$ cat src/rtl/seg7_reader.sv
// Receive-side monitor for an active-low 7-segment display bus: waits for the
// pattern to settle, decodes every digit to a nibble and offers the word on valid/ready.
module seg7_reader #(
   parameter int NDIG          = 8,
   parameter int STABLE_CYCLES = 4
) (
   input  logic              clock,
   input  logic              reset,
   input  logic [6:0]        segments [0:NDIG-1],
   output logic [4*NDIG-1:0] value,
   output logic [NDIG-1:0]   blank_mask,
   output logic [NDIG-1:0]   error_mask,
   output logic              out_valid,
   input  logic              out_ready
);

   localparam int CW = (STABLE_CYCLES > 1) ? $clog2(STABLE_CYCLES + 1) : 1;
   localparam int IW = (NDIG > 1) ? $clog2(NDIG) : 1;

   typedef enum logic [1:0] {IDLE, SETTLE, SCAN, PRESENT} state_t;

   state_t          state, state_nx;
   logic [6:0]      seg_q [0:NDIG-1];
   logic [6:0]      last  [0:NDIG-1];
   logic [6:0]      snap  [0:NDIG-1];
   logic            first_pending;
   logic [CW-1:0]   stable_cnt;
   logic [IW-1:0]   idx;
   logic            changed, diff_last;
   logic            cnt_clr, cnt_inc, capture, scan_en, accept;
   logic [5:0]      dec;

   // Result layout: {error, blank, nibble}
   function automatic logic [5:0] decode(input logic [6:0] s);
      logic [5:0] r;
      case (s)
         7'h40: r = 6'h00;  7'h79: r = 6'h01;  7'h24: r = 6'h02;  7'h30: r = 6'h03;
         7'h19: r = 6'h04;  7'h12: r = 6'h05;  7'h02: r = 6'h06;  7'h78: r = 6'h07;
         7'h00: r = 6'h08;  7'h10: r = 6'h09;  7'h08: r = 6'h0A;  7'h03: r = 6'h0B;
         7'h46: r = 6'h0C;  7'h21: r = 6'h0D;  7'h06: r = 6'h0E;  7'h0E: r = 6'h0F;
         7'h7F:   r = 6'b01_0000;
         default: r = 6'b10_0000;
      endcase
      return r;
   endfunction

   always_comb begin
      changed   = 1'b0;
      diff_last = 1'b0;
      for (int unsigned i = 0; i < NDIG; i++) begin
         if (segments[i] != seg_q[i]) changed   = 1'b1;
         if (segments[i] != last[i])  diff_last = 1'b1;
      end
   end

   always_comb dec = decode(snap[idx]);

   always_ff @(posedge clock or posedge reset) begin
      if (reset) state <= IDLE;
      else       state <= state_nx;
   end

   always_comb begin
      state_nx = state;
      cnt_clr  = 1'b0;
      cnt_inc  = 1'b0;
      capture  = 1'b0;
      scan_en  = 1'b0;
      accept   = 1'b0;
      case (state)
         IDLE: begin
            if (first_pending || diff_last) begin
               cnt_clr  = 1'b1;
               state_nx = SETTLE;
            end
         end
         SETTLE: begin
            if (changed) begin
               cnt_clr = 1'b1;
            end else if (stable_cnt == CW'(STABLE_CYCLES - 1)) begin
               capture  = 1'b1;
               state_nx = SCAN;
            end else begin
               cnt_inc = 1'b1;
            end
         end
         SCAN: begin
            scan_en = 1'b1;
            if (idx == IW'(NDIG - 1)) state_nx = PRESENT;
         end
         PRESENT: begin
            if (out_ready) begin
               accept   = 1'b1;
               state_nx = IDLE;
            end
         end
         default: state_nx = IDLE;
      endcase
   end

   always_comb out_valid = (state == PRESENT);

   always_ff @(posedge clock or posedge reset) begin
      if (reset) begin
         for (int unsigned i = 0; i < NDIG; i++) begin
            seg_q[i] <= 7'h7F;
            last[i]  <= 7'h7F;
            snap[i]  <= 7'h7F;
         end
         first_pending <= 1'b1;
         stable_cnt    <= '0;
         idx           <= '0;
         value         <= '0;
         blank_mask    <= '0;
         error_mask    <= '0;
      end else begin
         seg_q <= segments;
         if (cnt_clr)      stable_cnt <= '0;
         else if (cnt_inc) stable_cnt <= stable_cnt + 1'b1;
         // Snapshot comes from seg_q, which equals the live bus once it has been stable
         if (capture) begin
            snap <= seg_q;
            idx  <= '0;
         end
         if (scan_en) begin
            idx <= idx + 1'b1;
            for (int unsigned i = 0; i < NDIG; i++) begin
               if (idx == IW'(i)) begin
                  value[4*i +: 4] <= dec[3:0];
                  blank_mask[i]   <= dec[4];
                  error_mask[i]   <= dec[5];
               end
            end
         end
         if (accept) begin
            last          <= snap;
            first_pending <= 1'b0;
         end
      end
   end

endmodule

$ cat config.mk
export PLATFORM = sky130hd
export DESIGN_NAME = seg7_reader
export DESIGN_NICKNAME = d
export VERILOG_FILES = /design/src/rtl/seg7_reader.sv
export SDC_FILE = /design/constraint.sdc
export NUM_CORES = 1
export LEC_CHECK = 0
export ABC_CLOCK_PERIOD_IN_PS = 9500
export BUFFER_PORTS_ARGS = -buffer_cell sky130_fd_sc_hd__buf_2
export CORE_ASPECT_RATIO = 2
export CORE_UTILIZATION = 49
export CTS_CLUSTER_SIZE = 28
export DETAILED_ROUTE_END_ITERATION = 6
export PLACE_DENSITY_LB_ADDON = 0.12
export SYNTH_ARGS = -nofsm -noshare
export SYNTH_HDL_FRONTEND = slang
export SYNTH_SLANG_ARGS = --single-unit
$ cat constraint.sdc
create_clock -name clock -period 9.5 [get_ports clock]
set_input_delay 0.475 -clock clock [delete_from_list [all_inputs] [get_ports clock]]
set_output_delay 0.475 -clock clock [all_outputs]
set_load 0.01 [all_outputs]
==> run summary, run 1 <==
post-DP HPWL: 18,300 um
Fmax: 249 MHz
CP delay by family, top: multiplexers
transition time of the tightest slew-check pin: 1.05 ns
Pwr Density: 160 mW/mm2
CTS Hold Bufs: 0
Post-synth EDFFs: 0
Worst Clk Skew: 0.00966 ns
Antenna Cells: 0
antenna violations before repair: 0
pin count of the biggest net entering global routing: 140
syn_nets: 821
R2R Setup Slk: 5.49 ns
Clk Latency, worst-skew pair: 0.50 ns
area of placed instances: 0.0110 mm2
synth top area cells: dfstp_2 43%, dfrtp_1 14%, mux2_2 13%, xor2_1 7.5%, mux4_2 2.6%
Routed wire per std cell: 21.6 um
maximum root-to-sink buffer count: 3
leak pwr: 5.21 nW
peak supply drop: 0.000145 V
layout cells sized above 1: 54.6%
GRT Total Usage: 23.7%
FFs w/ async S/R, synth: 100%
Synth-to-Final Area Change: 13.9%
min cycle time layout: 4.01 ns
Worst path slowest cell: dfrtp_1
largest area contributor in the synthesized netlist: dfstp_2
most frequent cells in the layout: 169 x dfstp_2, 114 x mux2_2, 107 x buf_2
WP data arrival: 4.36 ns
CTS Buf Count: 21
DIE AREA: 0.0215 mm2
CORE AREA: 0.0205 mm2
Nets: 928
die outline height: 206 um
number of port buffers: 107
Hold WS: 0.104 ns
Pre-antenna DRT Iters: 4
Vias: 6,264
Post-CTS Resized: 0
yosys warns: 0
Seq/Total Area, Yosys: 57.2%
commonest non-fill, non-tap cell in the layout: dfstp_2
H-tree depth: 1
first-pass GRT wire length: 38,300 um
DP Worst Slack: 5.41 ns
clk root buf: clkbuf_16
worst flop-to-flop path startpoint: idx[0]
Final WS setup: 5.49 ns
Yosys top cell area share: 43.5%
crit path kind: reg2reg
DRC Markers: 0
Worst EP required: 9.85 ns
Vias/cell: 5.51
Synth Register Bits: 225
Die Wd: 104 um
routing usage on met3: 2.46%
nature of the critical path startpoint: flip-flop
Setup crit end kind: flip-flop
CTS tree: yes
# rows: 74
setup TNS: 0 ns
Sink Count: 225
RSZ-0062 raised after global routing: false
max-slew violations: 0
reg2reg path depth: 7
GR Layer Usage met2: 46.3%
Initial Util: 49.9%
final hold viol count: 0
R2R Path End: value[26]
Buf/Inv on CP: 0
drt total wl: 24,500 um
GRT overflow: 0
Post-CTS Setup Inserts: 0
Final Cell Area: 0.0116 mm2
met1 GRT Util: 24.3%
Mapped Cells: 750
WHS Endpoint: seg_q[54]
Top FF cell, synth: dfstp_2
Hold WC Path Type: in2reg
Hold Path Depth: 1
Final setup violation count: 0
number of global-route vias before repair: 6,752
clk slew on worst S/H paths: 0.07 ns
Starting DRT DRC Count: 249
Slew HR: 28.0%
Synth Area per Inst: 13.6 um2
crit path cell chain: mux4_1, mux2i_1, or4_4, o22ai_1, and3_1, nor4_4, o21ai_1
synthesized cell area: 0.0102 mm2
gp weighted congestion: 0.856
Yosys cell types: 58
Worst path max stage delay: 1.01 ns
MaxCap Viol Count: 0
ANT nets after route: 0
crit-path max FO: 17
Hold Startpoint: segments[54]
I/O Pins: 108
outcome: complete, no violations
most used routing layer: met2
period utilisation layout: 42.2%
kinds of logic (layout without fill, tap and decap cells):
logic type | count (synthesis) | after routing | share of synthesized area, %
xor+xnor | 100 | 100 | 8.57
fa+ha+maj | 12 | 12 | 1.47
compound gates | 75 | 75 | 4.98
buf+inv | 50 | 170 | 2.25
simple gates | 149 | 149 | 8.28
mux | 139 | 139 | 17.3
flops | 225 | 225 | 57.2
layer usage:
layer  part of all wire [%]  up-vias
met5                      0        -
met4                    6.0        0
met3                    3.1       64
met2                     56      177
met1                     35     3174
li1                       -     2849
per-stage QoR:
stage          total power [mW]  std cells  utilization, %
5_1_grt                    1.93       1136            56.9
2_1_floorplan              1.04        750               -
3_5_place_dp               1.09       1100            53.8
6_report                   1.86       1136            56.9
3_3_place_gp               1.09       1100            53.8
4_1_cts                    1.89       1136            56.9
worst reg2reg max path, stage by stage (launching register included):
cell and delay [ns]:
dfrtp_1 1.01, mux4_1 0.65, mux2i_1 0.83, or4_4 0.32
o22ai_1 0.08, and3_1 0.26, nor4_4 0.57, o21ai_1 0.16
cells in the mapped netlist, types with 9 or more instances:
cell,number
xnor2_1,13
o21ai_1,24
buf_1,13
xor2_1,87
ha_1,12
mux2_2,114
nand2_1,66
mux4_2,12
nor4_1,24
nor3_1,9
dfstp_2,169
dfrtp_1,56
nand3_1,9
inv_1,22
o21ai_2,16
o21ai_0,12
layout make-up:
cell class | instances | area, um2
clock buffers | 32 | 617
clock inverters | 4 | 20.0
fillers | 1715 | 8820
inverters | 23 | 108
multi-input cells | 475 | 4160
flip-flops and latches | 225 | 5840
well taps | 266 | 333
repair buffers | 111 | 566
registers in the layout, indices dropped and copies added (netlist names):
name / count
blank_mask: 8
last: 56
snap: 56
error_mask: 8
value: 32
seg_q: 56
stable_cnt: 3
state: 2
first_pending: 1
idx: 3
report_power, final:
part / internal (mW) / total, mW / switching (mW)
sequential: 0.983 / 0.991 / 0.00844
combinational: 0.0265 / 0.0816 / 0.0551
clock: 0.446 / 0.790 / 0.344
total: 1.45 / 1.86 / 0.408
worst max path at each step:
stage          startpoint             to  slack (ns)  depth (start not counted)
2_1_floorplan       reset  blank_mask[0]        3.14                          1
3_3_place_gp       idx[0]      value[22]        5.59                          7
3_5_place_dp       idx[0]      value[26]        5.41                          7
4_1_cts            idx[0]      value[26]        5.41                          7
5_1_grt            idx[0]  error_mask[1]        5.17                          7
6_report           idx[0]      value[26]        5.49                          7
No activity file was read; power rests on OpenSTA's default activity.
==> run 2, diff against run 1 <==
ABC_CLOCK_PERIOD_IN_PS = 3260   (was 9500)
clock period = 3.26 ns   (was 9.5 ns; I/O delays follow)
==> run summary, run 2 (same netlist as run 1, synthesis figures left out) <==
outcome: complete, no violations (unchanged)
NetSw: 1.26 mW (was 0.408 mW)
Antenna Cells: 0 (unchanged)
# rows: 74 (unchanged)
GRT Total Usage: 24.7% (was 23.7%)
R2R Setup Slk: 0.01 ns (was 5.49 ns)
Buf/Inv on CP: 1 (was 0)
RSZ-0062 raised after global routing: false (unchanged)
CTS tree: yes (unchanged)
crit path kind: reg2reg (unchanged)
Top Registers: last (56), seg_q (56), snap (56) (unchanged)
period utilisation layout: 99.5% (was 42.2%)
CORE AREA: 0.0205 mm2 (unchanged)
die outline height: 206 um (unchanged)
Starting DRT DRC Count: 273 (was 249)
Vias/cell: 5.35 (was 5.51)
number of global-route vias before repair: 6,957 (was 6,752)
ANT nets after route: 0 (unchanged)
I/O Pins: 108 (unchanged)
setup TNS: 0 ns (unchanged)
Slew HR: 44.6% (was 28.0%)
Pre-antenna DRT Iters: 4 (unchanged)
min cycle time layout: 3.25 ns (was 4.01 ns)
DIE AREA: 0.0215 mm2 (unchanged)
number of port buffers: 107 (unchanged)
GRT overflow: 0 (unchanged)
Synth-to-Final Area Change: 21.5% (was 13.9%)
Hold WC Path Type: in2reg (unchanged)
Sink Count: 225 (unchanged)
crit-path max FO: 2 (was 17)
Vias: 6,478 (was 6,264)
Pwr Density: 450 mW/mm2 (was 160 mW/mm2)
most frequent cells in the layout: 169 x dfstp_2, 114 x mux2_2, 107 x buf_2 (unchanged)
CTS Buf Count: 21 (unchanged)
Routed wire per std cell: 21.1 um (was 21.6 um)
post-DP HPWL: 19,100 um (was 18,300 um)
Fmax: 308 MHz (was 249 MHz)
Initial Util: 49.9% (unchanged)
area of placed instances: 0.0112 mm2 (was 0.0110 mm2)
clk root buf: clkbuf_16 (unchanged)
crit path cell chain: xor2_1, nor4_2, nand4_1, or4_1, nor4_1, buf_4, a211o_1, mux2_2 (was mux4_1, mux2i_1, or4_4, o22ai_1, and3_1, nor4_4, o21ai_1)
Final WS setup: 0.0147 ns (was 5.49 ns)
drt total wl: 25,500 um (was 24,500 um)
clock share of power: 42.8% (was 42.4%)
Setup crit end kind: flip-flop (unchanged)
max-slew violations: 0 (unchanged)
routing usage on met3: 3.06% (was 2.46%)
Worst path max stage delay: 0.55 ns (was 1.01 ns)
met1 GRT Util: 25.7% (was 24.3%)
DP Worst Slack: -0.131 ns (was 5.41 ns)
Pint: 4.32 mW (was 1.45 mW)
gp weighted congestion: 0.817 (was 0.856)
Hold WS: 0.180 ns (was 0.104 ns)
Clk Latency, worst-skew pair: 0.51 ns (was 0.50 ns)
Tot Pwr: 5.59 mW (was 1.86 mW)
CP delay by family, top: simple AND/OR/NAND/NOR gates (was multiplexers)
pin count of the biggest net entering global routing: 78 (was 140)
transition time of the tightest slew-check pin: 0.830 ns (was 1.05 ns)
Worst EP required: 3.66 ns (was 9.85 ns)
DRC Markers: 0 (unchanged)
Final Cell Area: 0.0124 mm2 (was 0.0116 mm2)
MaxCap Viol Count: 0 (unchanged)
antenna violations before repair: 0 (unchanged)
GR Layer Usage met2: 47.5% (was 46.3%)
WP data arrival: 3.64 ns (was 4.36 ns)
Final setup violation count: 0 (unchanged)
first-pass GRT wire length: 39,800 um (was 38,300 um)
layout cells sized above 1: 52.5% (was 54.6%)
Worst path slowest cell: or4_1 (was dfrtp_1)
most used routing layer: met2 (unchanged)
commonest non-fill, non-tap cell in the layout: dfstp_2 (unchanged)
Post-CTS Setup Inserts: 0 (unchanged)
Die Wd: 104 um (unchanged)
Worst Clk Skew: 0.0179 ns (was 0.00966 ns)
leak pwr: 5.55 nW (was 5.21 nW)
nature of the critical path startpoint: flip-flop (unchanged)
Nets: 1,000 (was 928)
clk slew on worst S/H paths: 0.07 ns (about the same)
maximum root-to-sink buffer count: 3 (unchanged)
H-tree depth: 1 (unchanged)
peak supply drop: 0.000418 V (was 0.000145 V)
Comb power frac: 5.4% (was 4.4%)
final hold viol count: 0 (unchanged)
Sw Ratio: 22.6% (was 21.9%)
share of power burned in registers: 51.7% (was 53.2%)
-- run 2: final cells by class --
class	count	area, um2
sequential	225	5840
tap	266	333
clock buffer	28	573
clock inverter	10	86.3
timing repair buffer	183	1310
inverter	23	104
multi-input combinational	475	4170
fill	1634	8050
-- run 2: path summary, 6_finish.rpt --
path / start / endpoint / cells past startpoint
hold / removal: out_ready / state[0] / 4
setup / recovery: last[19] / state[1] / 8
max in group asynchronous: reset / last[49] / 3
hold reg to reg: blank_mask[6] / blank_mask[6] / 2
min in group asynchronous: reset / seg_q[27] / 2
setup reg to reg: last[19] / state[1] / 8
-- run 2: worst min-delay path, delay by kind of cell --
kind,cells,cell delay [ns]
AO/OA/AOI/OAI,2,0.28
buffers and inverters,1,0.12
multiplexers,1,0.08
-- run 2: routing by layer --
metal  routed length (um)  up-vias
met5                    0        -
met4                 1450        0
met3                  957       61
met2                14200      178
met1                 8910     3233
li1                     -     3006
-- run 2: metrics by stage --
step	util (%)	instances
after floorplan	-	750
after CTS	60.6	1210
after global routing	60.7	1210
after global placement	54.6	1116
final	60.7	1210
after detailed placement	54.6	1116
-- run 2: timing repair --
| action | in CTS | in global routing |
|---|---|---|
| resized for setup | 1 | 2 |
| hold endpoints to repair | 56 | 0 |
| hold buffers | 56 | 0 |
| endpoints found under the setup margin | 1 | 25 |
-- run 2: power groups by stage --
stage          Sequential (mW)  Clock [mW]  Combinational [mW]
6_report                  2.89        2.39               0.304
3_3_place_gp              2.93           0               0.253
5_1_grt                   2.89        2.56               0.334
4_1_cts                   2.89        2.46               0.312
3_5_place_dp              2.93           0               0.257
2_1_floorplan             2.93           0               0.116
==> run 3, diff against run 2 <==
--- a/config.mk
+++ b/config.mk
@@ -13,3 +13,3 @@
 export DETAILED_ROUTE_END_ITERATION = 6
-export PLACE_DENSITY_LB_ADDON = 0.12
+export PLACE_DENSITY_LB_ADDON = 0.1
 export SYNTH_ARGS = -nofsm -noshare
==> constraint.sdc (replaced) <==
create_clock -name clock -period 3.26 [get_ports clock]
set_input_delay 0.489 -clock clock [delete_from_list [all_inputs] [get_ports clock]]
set_output_delay 0.489 -clock clock [all_outputs]
set_load 0.01 [all_outputs]
==> run summary, run 3 (same netlist as run 1, synthesis figures left out) <==
outcome: complete, no violations (unchanged)
RSZ-0062 raised after global routing: false (unchanged)
CP delay by family, top: simple AND/OR/NAND/NOR gates (unchanged)
pin count of the biggest net entering global routing: 189 (was 78)
Worst path max stage delay: 0.61 ns (was 0.55 ns)
Fillers: 1,670 (was 1,634)
leak pwr: 5.32 nW (was 5.55 nW)
commonest non-fill, non-tap cell in the layout: dfstp_2 (unchanged)
setup TNS: 0 ns (unchanged)
Antenna Cells: 0 (unchanged)
CORE AREA: 0.0205 mm2 (unchanged)
gp weighted congestion: 0.940 (was 0.817)
WP data arrival: 3.47 ns (was 3.64 ns)
MaxCap Viol Count: 0 (unchanged)
CTS Buf Count: 20 (was 21)
Worst EP required: 3.68 ns (was 3.66 ns)
most frequent CP cell: nor4_1
Pwr Density: 468 mW/mm2 (was 450 mW/mm2)
CTS tree: yes (unchanged)
Hold WC Path Type: in2reg (unchanged)
final core utilization: 57.9% (was 60.7%)
WHS Endpoint: seg_q[12] (was state[0])
most frequent cells in the layout: 169 x dfstp_2, 114 x mux2_2, 107 x buf_2 (unchanged)
first-pass GRT wire length: 39,200 um (was 39,800 um)
H-tree depth: 1 (unchanged)
Slew HR: 27.5% (was 44.6%)
crit path kind: reg2reg (unchanged)
reg2reg path depth: 8 (unchanged)
ANT nets after route: 0 (unchanged)
layout cells sized above 1: 55.4% (was 52.5%)
DIE AREA: 0.0215 mm2 (unchanged)
nature of the critical path startpoint: flip-flop (unchanged)
Worst path slowest cell: nor4_1 (was or4_1)
drt total wl: 25,100 um (was 25,500 um)
fin cells: 1,154 (was 1,210)
Fmax: 328 MHz (was 308 MHz)
period utilisation layout: 93.5% (was 99.5%)
number of global-route vias before repair: 6,807 (was 6,957)
Post-CTS Resized: 1 (unchanged)
Top Registers: last (56), seg_q (56), snap (56) (unchanged)
I/O Pins: 108 (unchanged)
Synth-to-Final Area Change: 16.0% (was 21.5%)
worst flop-to-flop path startpoint: seg_q[5] (was last[19])
post-DP HPWL: 18,700 um (was 19,100 um)
antenna violations before repair: 0 (unchanged)
R2R Path End: snap[28] (was state[1])
# rows: 74 (unchanged)
Initial Util: 49.9% (unchanged)
Post-CTS Setup Inserts: 0 (unchanged)
die outline height: 206 um (unchanged)
crit path cell chain: xor2_1, nor4_1, nand4_1, nor4_1, buf_4, nand3_2, buf_12, mux2_2 (was xor2_1, nor4_2, nand4_1, or4_1, nor4_1, buf_4, a211o_1, mux2_2)
Starting DRT DRC Count: 363 (was 273)
clk slew on worst S/H paths: 0.07 ns (about the same)
Hold Startpoint: segments[12] (was out_ready)
R2R Setup Slk: 0.21 ns (was 0.01 ns)
peak supply drop: 0.000466 V (was 0.000418 V)
Routed wire per std cell: 21.7 um (was 21.1 um)
Sink Count: 225 (unchanged)
transition time of the tightest slew-check pin: 1.09 ns (was 0.830 ns)
maximum root-to-sink buffer count: 3 (unchanged)
Clk Latency, worst-skew pair: 0.50 ns (was 0.51 ns)
Buf/Inv on CP: 2 (was 1)
Vias/cell: 5.48 (was 5.35)
final hold viol count: 0 (unchanged)
CTS Hold Bufs: 0 (was 56)
GRT overflow: 0 (unchanged)
min cycle time layout: 3.05 ns (was 3.25 ns)
GRT Total Usage: 24.2% (was 24.7%)
Setup crit end kind: flip-flop (unchanged)
Final setup violation count: 0 (unchanged)
max-slew violations: 0 (unchanged)
Die Wd: 104 um (unchanged)
dpl cells: 1,118 (was 1,116)
crit-path max FO: 55 (was 2)
Tot Pwr: 5.55 mW (was 5.59 mW)
clk root buf: clkbuf_16 (unchanged)
number of port buffers: 107 (unchanged)
DRC Markers: 0 (unchanged)
Pre-antenna DRT Iters: 4 (unchanged)
Vias: 6,323 (was 6,478)
Worst Clk Skew: 0.0158 ns (was 0.0179 ns)
Hold Path Depth: 1 (was 4)
Nets: 945 (was 1,000)
[run 3: cell types whose count changed in the layout (fill, tap and decap cells not counted), moves of 2 or more]
cell / previous run / this run
dlygate4sd3_1: 56 / 0
clkbuf_8: 0 / 2
clkinv_2: 5 / 2
buf_4: 15 / 18
clkbuf_1: 6 / 8
[run 3: power breakdown]
part	internal (mW)	switching, mW
logic	0.0817	0.163
registers	2.86	0.0241
clock network	1.40	1.02
total	4.34	1.21
[run 3: layout make-up]
type	instances	area [um2]	share of cell area, %
repair buffers	129	751	6.33
clock buffers	31	583	4.92
clock inverters	5	78.8	0.665
well taps	266	333	2.81
flip-flops and latches	225	5840	49.3
inverters	23	104	0.876
multi-input cells	475	4160	35.1
[run 3: how the worst max path moves through the flow]
stage	end	cells past startpoint	from
after floorplan	blank_mask[0]	1	reset
after global placement	state[1]	10	segments[0]
after detailed placement	state[1]	10	segments[6]
after CTS	state[1]	9	last[6]
after global routing	value[27]	9	idx[0]
final	snap[28]	8	seg_q[5]
[run 3: through the flow]
step                worst slack (ns)  hold WS, ns  cell area (um2)
floorplan                    -0.0290        0.474            10200
global placement              -0.176        0.457            11200
detailed placement            -0.211        0.464            11200
CTS                            0.155       0.0970            11900
global route                   0.108       0.0979            11900
finish                         0.211        0.106            11900
[run 3: routing by layer]
layer | wire length (um) | global-route usage, % | part of all wire, % | vias up
met2 | 14200 | 46.8 | 57 | 156
met3 | 727 | 2.40 | 2.9 | 45
met5 | 0 | 0 | 0 | -
met1 | 8940 | 26.1 | 36 | 3240
met4 | 1210 | 11.7 | 4.8 | 0
li1 | - | - | - | 2882
